`config.mk`:
```
export PLATFORM = sky130hd
export DESIGN_NAME = dlx_imem_loader_flat
export DESIGN_NICKNAME = d
export VERILOG_FILES = /design/src/rtl/dlx_imem_loader_if.sv /design/src/rtl/dlx_imem_loader.sv /design/src/flat_wrapper.sv
export SDC_FILE = /design/constraint.sdc
export NUM_CORES = 1
export LEC_CHECK = 0
export CAP_MARGIN = 20
export CORE_MARGIN = 4
export CORE_UTILIZATION = 44
export CTS_CLUSTER_DIAMETER = 150
export DETAILED_ROUTE_END_ITERATION = 10
export PLACE_DENSITY_LB_ADDON = 0.08
export SETUP_SLACK_MARGIN = 0.15
export SYNTH_ARGS = -nofsm -noshare
export SYNTH_HDL_FRONTEND = slang
export SYNTH_SLANG_ARGS = --single-unit
```
`constraint.sdc`:
```
create_clock -name clk -period 2.5 [get_ports clk]
set_clock_uncertainty 0.1 [all_clocks]
set_input_delay 0.5 -clock clk [delete_from_list [all_inputs] [get_ports clk]]
set_output_delay 0.5 -clock clk [all_outputs]
set_load 0.01 [all_outputs]
```
`src/rtl/dlx_imem_loader_if.sv`:
```
// Field-bundle handshake and instruction-memory write bus between a program
// source (master) and the DLX instruction-memory loader (slave).
interface dlx_imem_loader_if #(
  parameter int AW = 8
);
  logic          start;
  logic          in_valid;
  logic          in_ready;
  logic [5:0]    in_opcode;
  logic [5:0]    in_funct;
  logic [4:0]    in_rs;
  logic [4:0]    in_rt;
  logic [4:0]    in_rd;
  logic [15:0]   in_imm;
  logic [25:0]   in_target;
  logic          in_last;
  logic          mem_we;
  logic [AW-1:0] mem_addr;
  logic [31:0]   mem_wdata;
  logic          busy;
  logic          done;
  logic          err;
  logic [AW:0]   count;

  modport master (
    output start, in_valid, in_opcode, in_funct, in_rs, in_rt, in_rd,
           in_imm, in_target, in_last,
    input  in_ready, mem_we, mem_addr, mem_wdata, busy, done, err, count
  );

  modport slave (
    input  start, in_valid, in_opcode, in_funct, in_rs, in_rt, in_rd,
           in_imm, in_target, in_last,
    output in_ready, mem_we, mem_addr, mem_wdata, busy, done, err, count
  );
endinterface

```
`src/rtl/dlx_imem_loader.sv`:
```
// Packs decoded DLX instruction fields into 32-bit words and writes them to
// consecutive instruction-memory addresses, rejecting undecodable opcodes.
module dlx_imem_loader #(
  parameter int            AW   = 8,
  parameter logic [AW-1:0] BASE = '0
) (
  input logic               clk,
  input logic               rst,
  dlx_imem_loader_if.slave  bus
);

  typedef enum logic [1:0] {IDLE, LOAD, DONE, ERR} state_t;

  localparam logic [AW-1:0] ADDR_MAX = '1;

  state_t        state;
  logic [AW-1:0] addr_q;   // next address to hand out
  logic          stop_q;   // last, illegal or final-address bundle taken
  logic          last_q;   // the word in flight carries in_last
  logic          legal;
  logic [31:0]   word;
  logic          accept;

  // Opcode set mirrors exactly what the ID-stage control decoder accepts.
  always_comb begin
    // NOTE: every combinational output gets a default first, so no path can
    // leave it unassigned and infer a latch.
    legal = 1'b0;
    word  = '0;
    case (bus.in_opcode) inside
      6'h00, 6'h01: begin
        legal = 1'b1;
        word  = {bus.in_opcode, bus.in_rs, bus.in_rt, bus.in_rd, 5'b0, bus.in_funct};
      end
      6'h02, 6'h03: begin
        legal = 1'b1;
        word  = {bus.in_opcode, bus.in_target};
      end
      6'h12, 6'h13: begin
        legal = 1'b1;
        word  = {bus.in_opcode, bus.in_rs, 21'b0};
      end
      6'h04, 6'h05, [6'h08:6'h0F], 6'h14, [6'h16:6'h1D], 6'h20, 6'h21,
      [6'h23:6'h25], 6'h28, 6'h29, 6'h2B: begin
        legal = 1'b1;
        word  = {bus.in_opcode, bus.in_rs, bus.in_rt, bus.in_imm};
      end
      default: ;
    endcase
  end

  assign bus.in_ready = (state == LOAD) && !stop_q;
  assign accept       = bus.in_valid && bus.in_ready;

  // NOTE: sequential state uses non-blocking assignments so every register
  // samples pre-edge values regardless of statement order.
  always_ff @(posedge clk or posedge rst) begin
    if (rst) begin
      state         <= IDLE;
      addr_q        <= BASE;
      stop_q        <= 1'b0;
      last_q        <= 1'b0;
      bus.mem_we    <= 1'b0;
      bus.mem_addr  <= '0;
      bus.mem_wdata <= '0;
      bus.busy      <= 1'b0;
      bus.done      <= 1'b0;
      bus.err       <= 1'b0;
      bus.count     <= '0;
    end else begin
      bus.mem_we <= 1'b0;
      case (state)
        IDLE, DONE, ERR: begin
          if (bus.start) begin
            state        <= LOAD;
            bus.busy     <= 1'b1;
            bus.done     <= 1'b0;
            bus.err      <= 1'b0;
            addr_q       <= BASE;
            bus.mem_addr <= BASE;
            bus.count    <= '0;
            stop_q       <= 1'b0;
            last_q       <= 1'b0;
          end
        end
        LOAD: begin
          // Completion of the write issued on the previous edge.
          if (bus.mem_we) begin
            bus.count <= bus.count + 1'b1;
            if (last_q) begin
              state    <= DONE;
              bus.busy <= 1'b0;
              bus.done <= 1'b1;
            end else if (bus.mem_addr == ADDR_MAX) begin
              state    <= ERR;
              bus.busy <= 1'b0;
              bus.err  <= 1'b1;
            end
          end
          if (accept) begin
            bus.mem_addr <= addr_q;
            stop_q       <= bus.in_last || !legal || (addr_q == ADDR_MAX);
            if (legal) begin
              bus.mem_we    <= 1'b1;
              bus.mem_wdata <= word;
              last_q        <= bus.in_last;
              if (addr_q != ADDR_MAX) addr_q <= addr_q + 1'b1;
            end else begin
              state    <= ERR;
              bus.busy <= 1'b0;
              bus.err  <= 1'b1;
            end
          end
        end
        default: state <= IDLE;
      endcase
    end
  end

endmodule

```
`src/flat_wrapper.sv`:
```
// flat-port wrapper written by rule: the top's interface ports become plain ports
module dlx_imem_loader_flat 
#(
  parameter int            AW   = 8,
  parameter logic [AW-1:0] BASE = '0
)
  (clk, rst, bus_start, bus_in_valid, bus_in_opcode, bus_in_funct, bus_in_rs, bus_in_rt, bus_in_rd, bus_in_imm, bus_in_target, bus_in_last, bus_in_ready, bus_mem_we, bus_mem_addr, bus_mem_wdata, bus_busy, bus_done, bus_err, bus_count);
  dlx_imem_loader_if #(.AW(AW)) bus_i ();
  input logic clk;
  input logic rst;
  input wire logic [$bits(bus_i.start)-1:0] bus_start;
  input wire logic [$bits(bus_i.in_valid)-1:0] bus_in_valid;
  input wire logic [$bits(bus_i.in_opcode)-1:0] bus_in_opcode;
  input wire logic [$bits(bus_i.in_funct)-1:0] bus_in_funct;
  input wire logic [$bits(bus_i.in_rs)-1:0] bus_in_rs;
  input wire logic [$bits(bus_i.in_rt)-1:0] bus_in_rt;
  input wire logic [$bits(bus_i.in_rd)-1:0] bus_in_rd;
  input wire logic [$bits(bus_i.in_imm)-1:0] bus_in_imm;
  input wire logic [$bits(bus_i.in_target)-1:0] bus_in_target;
  input wire logic [$bits(bus_i.in_last)-1:0] bus_in_last;
  output wire logic [$bits(bus_i.in_ready)-1:0] bus_in_ready;
  output wire logic [$bits(bus_i.mem_we)-1:0] bus_mem_we;
  output wire logic [$bits(bus_i.mem_addr)-1:0] bus_mem_addr;
  output wire logic [$bits(bus_i.mem_wdata)-1:0] bus_mem_wdata;
  output wire logic [$bits(bus_i.busy)-1:0] bus_busy;
  output wire logic [$bits(bus_i.done)-1:0] bus_done;
  output wire logic [$bits(bus_i.err)-1:0] bus_err;
  output wire logic [$bits(bus_i.count)-1:0] bus_count;
  assign bus_i.start = bus_start;
  assign bus_i.in_valid = bus_in_valid;
  assign bus_i.in_opcode = bus_in_opcode;
  assign bus_i.in_funct = bus_in_funct;
  assign bus_i.in_rs = bus_in_rs;
  assign bus_i.in_rt = bus_in_rt;
  assign bus_i.in_rd = bus_in_rd;
  assign bus_i.in_imm = bus_in_imm;
  assign bus_i.in_target = bus_in_target;
  assign bus_i.in_last = bus_in_last;
  assign bus_in_ready = bus_i.in_ready;
  assign bus_mem_we = bus_i.mem_we;
  assign bus_mem_addr = bus_i.mem_addr;
  assign bus_mem_wdata = bus_i.mem_wdata;
  assign bus_busy = bus_i.busy;
  assign bus_done = bus_i.done;
  assign bus_err = bus_i.err;
  assign bus_count = bus_i.count;
  dlx_imem_loader #(.AW(AW), .BASE(BASE)) u_core (.clk(clk), .rst(rst), .bus(bus_i));
endmodule
```
==> impl_metrics.ini <==
[clocking]
clock-sinks = 65
htree_levels = 3
cts.clk_slew.worst_paths_ns = 0.08
cts_hold_buf = 0
cts_buffers = 9
cts_setup_buffers = 0
clockRootBuffer = clkbuf_8
clkLatencyLatePin_ns = 0.34
cts_resized = 0
cts_tree = built
cts_max_path_buffers = 2

[floorplan]
die_area_um2 = 8920
die_w_um = 94.4
ios = 128
num_rows = 31
start_util_pct = 45.3
core_um2 = 7250
die_y_um = 94.4

[synthesis]
syn_nets = 428
synth.area.mux_share_pct = 2.17
synthArstFlopShare_pct = 100
synth_adder_area_share_pct = 0.761
synth_edf_count = 0
synth_top_cell_by_area = dfrtp_1
synth_area_leaders = dfrtp_1 49%, a21oi_1 5.9%, nand2_1 5.3%
yosysMostFrequentCell = dfrtp_1
synth_simple_gate_area_share_pct = 17.1
yosysUniqueCellTypes = 52
netlist_instances = 352
synth_seq_cells = 65
synth_compound_area_share_pct = 22.8
synth_common_cells = 65 x dfrtp_1, 46 x nand2_1, 39 x a21oi_1, 28 x o21ai_1, 22 x nor2_1
synth_area_per_cell_um2 = 9.34
synth_warnings = 0
synthFlopType = dfrtp_1
syn-cell-area_um2 = 3290
synthXorXnorAreaFrac_pct = 2.13
synth_top_area_share_pct = 49.5
synth_seq_area_share_pct = 49.5
synth_top_family_by_area = compound AO/OA/AOI/OAI gates

[grt]
grt_first_pass_wirelength_um = 15000
grt-ovfl-total = 0
grt_usage_pct = 21.2
antenna_found_initial = 0
grt_max_degree = 37
first_global_vias = 3114

[sta]
fin_crit_sh_pct = 89.5
worst_pin_slew_ns = 0.537
finalSetupViolCount = 0
fmax_ghz = 0.447
hold_viol_final = 0
slew_headroom_pct = 63.2
rsz0062_at_grt = no
maxSlewViolCount = 0
period_minus_slack_ns = 2.24

[detailed_routing]
vias_per_cell = 5.22
dr_total_vias = 3119
drc = 0
wl_um = 9110
drtAntennaViolNets = 0
wire_per_inst_um = 15.3
drt_iter0_drc = 130
firstDrtPassIters = 4

[finish]
final_core_util_pct = 68.4
fin_area_um2 = 4960
antennaDiodeCount = 0
fin_nets = 569
syn2layout_area_growth_pct = 51.0
num-fill-cells = 578
drive_above_1_share_pct = 10.0

[flow_run]
maxCapViolCount = 0

[setup_path]
worstPathRequired_ns = 1.90
start_kind = register
end_kind = output pin
cp_max_fo = 4
critPathKind = register to output pin
critPathArrivalTime_ns = 1.64

[power_and_ir_drop]
p_leak_nw = 2.13
irDropWorstVdd_uv = 435
p_per_area_nw_per_um2 = 844

[worst_hold_path]
holdCritPathClass = register to register

[placement]
dp_hpwl_um = 6780
port_buffers = 127
post_dp_cell_area_um2 = 4780
place_congestion = 0.918

[run_status]
status = complete, no violations
final timing paths:
path	to	depth (start not counted)	slack, ns	from
max reg2reg	u_core.bus.mem_wdata[29]	6	0.61	u_core.state[1]
max	bus_in_ready	3	0.26	u_core.state[1]
min reg2reg	u_core.bus.mem_wdata[27]	2	0.37	u_core.bus.mem_wdata[27]
min in group asynchronous	u_core.bus.count[6]	3	0.46	rst
max in group asynchronous	u_core.bus.mem_wdata[12]	3	1.46	rst
min	u_core.bus.mem_wdata[27]	2	0.37	u_core.bus.mem_wdata[27]
metrics by stage:
stage	total power, mW	setup TNS [ns]	hold slack (ns)	setup WS [ns]	instances
detailed placement	3.41	-0.0288	0.364	-0.0288	581
CTS	4.24	0	0.379	0.249	597
global route	4.47	0	0.416	0.216	597
global placement	3.37	0	0.351	0.0361	581
floorplan	2.41	0	0.353	0.274	352
finish	4.19	0	0.371	0.262	597
registers in the layout, summed over array words and instances, names as in the netlist:
register / cells
u_core.last_q: 1
u_core.bus.mem_addr: 8
u_core.state: 2
u_core.addr_q: 8
u_core.bus.busy: 1
u_core.bus.err: 1
u_core.bus.done: 1
u_core.bus.count: 9
u_core.stop_q: 1
u_core.bus.mem_we: 1
u_core.bus.mem_wdata: 32
power by group:
group	leakage, nW	internal, mW	switching (mW)	total (mW)
combinational	1.20	0.959	0.788	1.75
sequential	0.848	1.40	0.222	1.62
clock	0.0846	0.413	0.410	0.823
total	2.13	2.77	1.42	4.19
layout make-up:
class	instances	area [um2]	share of cell area, %
sequential	65	1630	32.8
timing repair buffer	150	1480	29.8
multi-input combinational	248	1480	29.8
clock buffer	12	155	3.13
tap	99	124	2.50
inverter	19	71.3	1.44
clock inverter	4	27.5	0.555
layer usage:
layer | vias to the layer above | GRT usage [%] | share of wire (%) | wire length (um)
met5 | - | 0 | 0 | 0
met4 | 0 | 6.38 | 1.3 | 119
met3 | 9 | 5.50 | 7.3 | 667
met2 | 103 | 35.0 | 48 | 4360
met1 | 1474 | 27.3 | 43 | 3950
li1 | 1533 | - | - | -
layout by cell type, fill, tap and decap left out, types with 3 or more instances in the layout:
cell type        instances
nor3_1                   5
mux2i_1                  6
or3_1                    3
nand4_1                  3
clkinvlp_4               3
buf_4                   20
nand3_1                  8
a21oi_1                 39
o21ai_1                 28
inv_1                   17
a31oi_1                  5
xnor2_1                  5
nor4_1                   3
dfrtp_1                 65
clkdlybuf4s50_1        127
o21ai_0                 13
clkbuf_8                11
o31ai_1                  3
buf_12                   3
nor2_1                  22
and3_1                   5
a22oi_1                  5
xor2_1                   3
nand2_1                 46
and2_1                   4
a22o_1                  11
critical path, stage by stage (launching register included):
cell,delay [ns]
dfrtp_1,0.41
nand2b_1,0.22
nor2_1,0.12
clkdlybuf4s50_1,0.55
logic make-up (layout without fill, tap and decap cells):
logic type / Yosys count / in the layout
buffers and inverters: 39 / 185
XOR/XNOR: 8 / 8
AO/OA/AOI/OAI: 118 / 118
multiplexers: 7 / 7
flip-flops: 65 / 65
adder cells (fa/ha/maj): 2 / 2
AND/OR/NAND/NOR: 113 / 113
Note: power is estimated with default switching activity, not from simulation.
==> RTL edit 1, RTL diff (config.mk and constraints unchanged) <==
Make the reset (`rst`) synchronous in one clocked block.
--- a/src/rtl/dlx_imem_loader.sv
+++ b/src/rtl/dlx_imem_loader.sv
@@ -55,5 +55,5 @@
   // NOTE: sequential state uses non-blocking assignments so every register
   // samples pre-edge values regardless of statement order.
-  always_ff @(posedge clk or posedge rst) begin
+  always_ff @(posedge clk) begin
     if (rst) begin
       state         <= IDLE;
Function: differs if rst is asserted again (counterexample within 4 cycles, from zero or initial values and one cycle with rst high); with rst held inactive, the same outputs for 4 cycles.
==> RTL edit 1 against the unedited design <==
  * Utilization rose by 3.7 points
  * Cell area fell by 1.8%
  * Via count rose by 6.3%
  * Non-clock buffer count rose by 12
  * Global-route usage rose by 0.71 points
  * Worst setup slack got worse by 39 ps
  * Maximum frequency fell by 1.7%
  * Synthesized area fell by 7.0%
  * Critical path type is now in2reg
  * Critical path depth rose by 6
  * Final cell count rose by 0.34%
  * Routed wire length rose by 1.3%
  * Sequential cell count did not move
Power is not compared: it rests on default switching activity, and its combinational part moved more than twofold at a synthesized area within 25%.
==> RTL edit 1: results (changes against the unedited design) <==
[outcome]
status=finished, final reports clean

[finish]
fin_area_sq_um=4870  ; -1.8%
multi_input_area_share=0.338  ; +0.0402
layout-drive-gt1-share=0.129  ; +0.0287
num-nonclk-inverters=4  ; -15
multi_input_cells=272  ; +9.7%
regArea_sq_um=1300  ; -20%
buffer_area_frac=0.333  ; +0.0343
finalNonFillerCells=599  ; +0.34%
nClkBuffers=13  ; +1
finalNetCount=590  ; +3.7%
final-clk-cell-share=0.0388  ; +0.00196

[setup_path]
r2r_slack_ps=550  ; -60 ps
r2r-end=u_core.bus.count[7]$_SDFFE_PP0P_
cpPeakStageDelay_ps=460  ; -90 ps
r2r_start=u_core.state[1]$_SDFFE_PP0P_
cp-startpoint=bus_in_opcode[3]
cp.arrival_ps=2450  ; +810 ps

[logic_synthesis]
synth_common_cells=65 x dfxtp_1, 53 x nor2_1, 25 x nand2_1
synth.distinct_cells=48  ; -7.7%
yosysSeqAreaShare=0.425  ; -0.0693
synthFlopType=dfxtp_1
synthTopCellsByArea=dfxtp_1 43%, nor2_1 6.5%, a221oi_1 6.3%
syn_nets=445  ; +4.0%
avgSynthCellArea_sq_um=8.29  ; -11%
async_flop_share=0  ; -1.00

[routing]
vias=3317  ; +6.3%
route.met3.wl_um=644  ; -3.4%
wl_met2_um=4630  ; +6.0%
m1WireLength_um=3810  ; -3.6%
first_iter_violations=138  ; +6.2%

[global_routing]
grtUsageMet1=0.244  ; -0.0293
grt_max_degree=27  ; -27%
grt_first_pass_wirelength_um=14900  ; about the same
track_usage=0.219  ; +0.00710
globalRouteMet3Util=0.0787  ; +0.0237
use_met2=0.377  ; +0.0263

[clocking]
cts_resized=2  ; +2
post_cts_buffers=2  ; +2

[placement]
gp_congestion=0.831  ; -9.5%
place_hpwl_um=6770  ; -0.22%
placed_cell_area_sq_um=4580  ; -4.3%
pre_cts_ws_ps=-475  ; -446 ps

[sta]
relSlewSlack=0.679  ; +0.0466
fin_crit_sh=0.911  ; +0.0156

[pwr]
totalPowerFinal_mw=2.41

[min_path]
hold_path.startpoint=u_core.bus.mem_wdata[27]$_SDFFE_PP0P_
min_path_type=reg2reg

RTL edit 1: cell types whose count changed after synthesis, sizes merged, moves of 11 or more:
cell,change
dfxtp,+65
nor3,+18
nand2b,+14
nor2,+32
dfrtp,-65
inv,-15
a21oi,-20
a22o,-11
nand2,-20
clkbuf,+12
a221oi,+22
o21ai,-24
RTL edit 1: cells by family (layout without fill, tap and decap cells):
logic type | count (synthesis) | in the layout | synth area share
and+or+nand+nor | 175 | 175 | 0.296
AOI/OAI and AO/OA | 87 | 87 | 0.198
DFF | 65 | 65 | 0.425
buffers and inverters | 32 | 182 | 0.0483
xor gates and xnor gates | 6 | 6 | 0.0172
adders and majority gates | 2 | 2 | 0.00818
muxes | 2 | 2 | 0.00654
RTL edit 1: tightest hold or removal path, stage by stage (launching register included):
cell	delay, ps
dfxtp_1	310
nand2_1	50
a21oi_1	50
==> RTL edit 2, RTL diff (same settings) <==
Made on the original files. `AW` is set to 8 in 3 places; all go to 9.
--- a/src/rtl/dlx_imem_loader_if.sv
+++ b/src/rtl/dlx_imem_loader_if.sv
@@ -2,5 +2,5 @@
 // source (master) and the DLX instruction-memory loader (slave).
 interface dlx_imem_loader_if #(
-  parameter int AW = 8
+  parameter int AW = 9
 );
   logic          start;
--- a/src/rtl/dlx_imem_loader.sv
+++ b/src/rtl/dlx_imem_loader.sv
@@ -2,5 +2,5 @@
 // consecutive instruction-memory addresses, rejecting undecodable opcodes.
 module dlx_imem_loader #(
-  parameter int            AW   = 8,
+  parameter int            AW   = 9,
   parameter logic [AW-1:0] BASE = '0
 ) (
--- a/src/flat_wrapper.sv
+++ b/src/flat_wrapper.sv
@@ -2,5 +2,5 @@
 module dlx_imem_loader_flat 
 #(
-  parameter int            AW   = 8,
+  parameter int            AW   = 9,
   parameter logic [AW-1:0] BASE = '0
 )
Ports: changed (resized bus_count and bus_mem_addr); port bits go from 128 to 130. No check against the original RTL was run, so the function may have changed too.
==> RTL edit 2 against the unedited design <==
  * Routed wire length grew 2.9%
  * Global-route usage rose by 0.40 points
  * Synthesized area increased by 1.7%
  * Cell area rose by 3.7%
  * Die area increased by 1.6%
  * Worst setup slack better by 29 ps
  * Via count up 5.2%
  * First-iteration DRC count decreased by 18%
  * Register-to-register slack got worse by 200 ps
  * Sequential cell count is 3 higher
  * Clock power increased by 13%
  * Total power is 4.2% higher
  * Highest routed layer unchanged
  * Worst hold slack worse by 58 ps
==> RTL edit 2: results (changes against the unedited design) <==
[placement]
place_hpwl_um=7060  ; +4.2%
gp_congestion=0.820  ; -11%
io_buffers=129  ; +1.6%

[setup_path]
reg2reg_depth=8  ; +2
crit_family=simple AND/OR/NAND/NOR gates
cp_slowest_cell=or4_1
path_max_fanout=12  ; +8
r2r-end=u_core.addr_q[6]$_DFFE_PP0P_
cp.arrival_ps=2380  ; +740 ps
r2r_start=u_core.addr_q[0]$_DFFE_PP0P_
cpPeakStageDelay_ps=490  ; -60 ps
r2r_slack_ps=410  ; -200 ps

[logic_synthesis]
synthTopCellsByArea=dfrtp_1 51%, a21oi_1 6.1%, o21ai_0 6.0%
synth_compound_area_frac=0.217  ; -0.0109
synth.distinct_cells=48  ; -7.7%
synth_common_cells=68 x dfrtp_1, 41 x a21oi_1, 40 x nand2_1, 40 x o21ai_0, 32 x nor2_1
synth_fa_ha_area_frac=0.0112  ; +0.00361
synthXorXnorAreaFrac=0.0210  ; -0.000359
yosysSeqAreaShare=0.509  ; +0.0141
synth_top_area_share=0.509  ; +0.0141
synth_mux_area_frac=0.0180  ; -0.00373
syn_nets=441  ; +3.0%

[outcome]
status=finished, final reports clean

[finish]
final-clk-cell-share=0.0394  ; +0.00258
finalNetCount=588  ; +3.3%
multi_input_area_sq_um=1470  ; -0.34%
regArea_sq_um=1700  ; +4.6%
num-nonclk-inverters=20  ; +1
reg_top3=u_core.bus.mem_wdata (32), u_core.bus.count (10)
buffer_area_frac=0.305  ; +0.00667
n_all_buffers=160  ; +6.7%
multi_input_cells=252  ; +1.6%
layout-drive-gt1-share=0.107  ; +0.00619

[global_routing]
track_usage=0.216  ; +0.00395
grt_max_degree=42  ; +14%
grt_first_pass_wirelength_um=15300  ; +2.1%

[clocking]
h-tree-depth=3  ; unchanged
cts.sinks=68  ; +4.6%

[pwr]
pwr-share-clk=0.213  ; +0.017
power.density_nw_per_um2=849  ; +0.53%

[routing]
drt_wl_total_um=9370  ; +2.9%
vias=3282  ; +5.2%
first_iter_violations=107  ; -18%

[min_path]
min_path_type=in2async

[sta]
holdWs_ps=314  ; -57.5 ps
worst_slew_pin_slew_ps=528  ; -8.23 ps

==> RTL edit 2: cell types whose count changed in the layout (fill, tap and decap cells not counted), sizes merged, moves of 3 or more <==
cell	before	now
a221oi	0	5
a31oi	5	1
o31ai	3	7
and3	5	1
and2	4	1
nor2	22	33
nand2	46	40
a22oi	5	0
or4	0	4
nand3	8	14
buf	23	31
dfrtp	65	68
==> RTL edit 2: layer usage <==
layer	vias up	wire length (um)	GRT usage	part of all wire
li1	1580	-	-	-
met1	1586	3880	0.261	0.41
met2	105	4680	0.366	0.50
met3	11	683	0.0624	0.073
met4	0	120	0.0745	0.013
met5	-	0	0	0
==> RTL edit 2: how the worst max path moves through the flow <==
stage                     start                                   end  slack [ps]  cells past startpoint
6_report       bus_in_opcode[3]          u_core.addr_q[4]$_DFFE_PP0P_         290                      7
5_1_grt        bus_in_opcode[3]  u_core.bus.mem_wdata[20]$_DFFE_PP0P_         160                      8
4_1_cts        bus_in_opcode[2]  u_core.bus.mem_wdata[15]$_DFFE_PP0P_         230                      5
3_5_place_dp   bus_in_opcode[2]  u_core.bus.mem_wdata[14]$_DFFE_PP0P_        -130                      5
3_3_place_gp   bus_in_opcode[2]          u_core.addr_q[6]$_DFFE_PP0P_         -60                      7
2_1_floorplan               rst          u_core.addr_q[0]$_DFFE_PP0P_         190                      1
==> RTL edit 2: metrics by stage <==
step / TNS [ps] / instance area (sq um) / worst slack (ps) / util / std cells
final: 0 / 5150 / 291 / 0.702 / 615
after global placement: -1040 / 4920 / -55.1 / 0.671 / 599
after CTS: 0 / 5120 / 227 / 0.698 / 615
after global routing: 0 / 5150 / 158 / 0.702 / 615
after floorplan: 0 / 3340 / 188 / - / 364
after detailed placement: -3270 / 4920 / -133 / 0.671 / 599
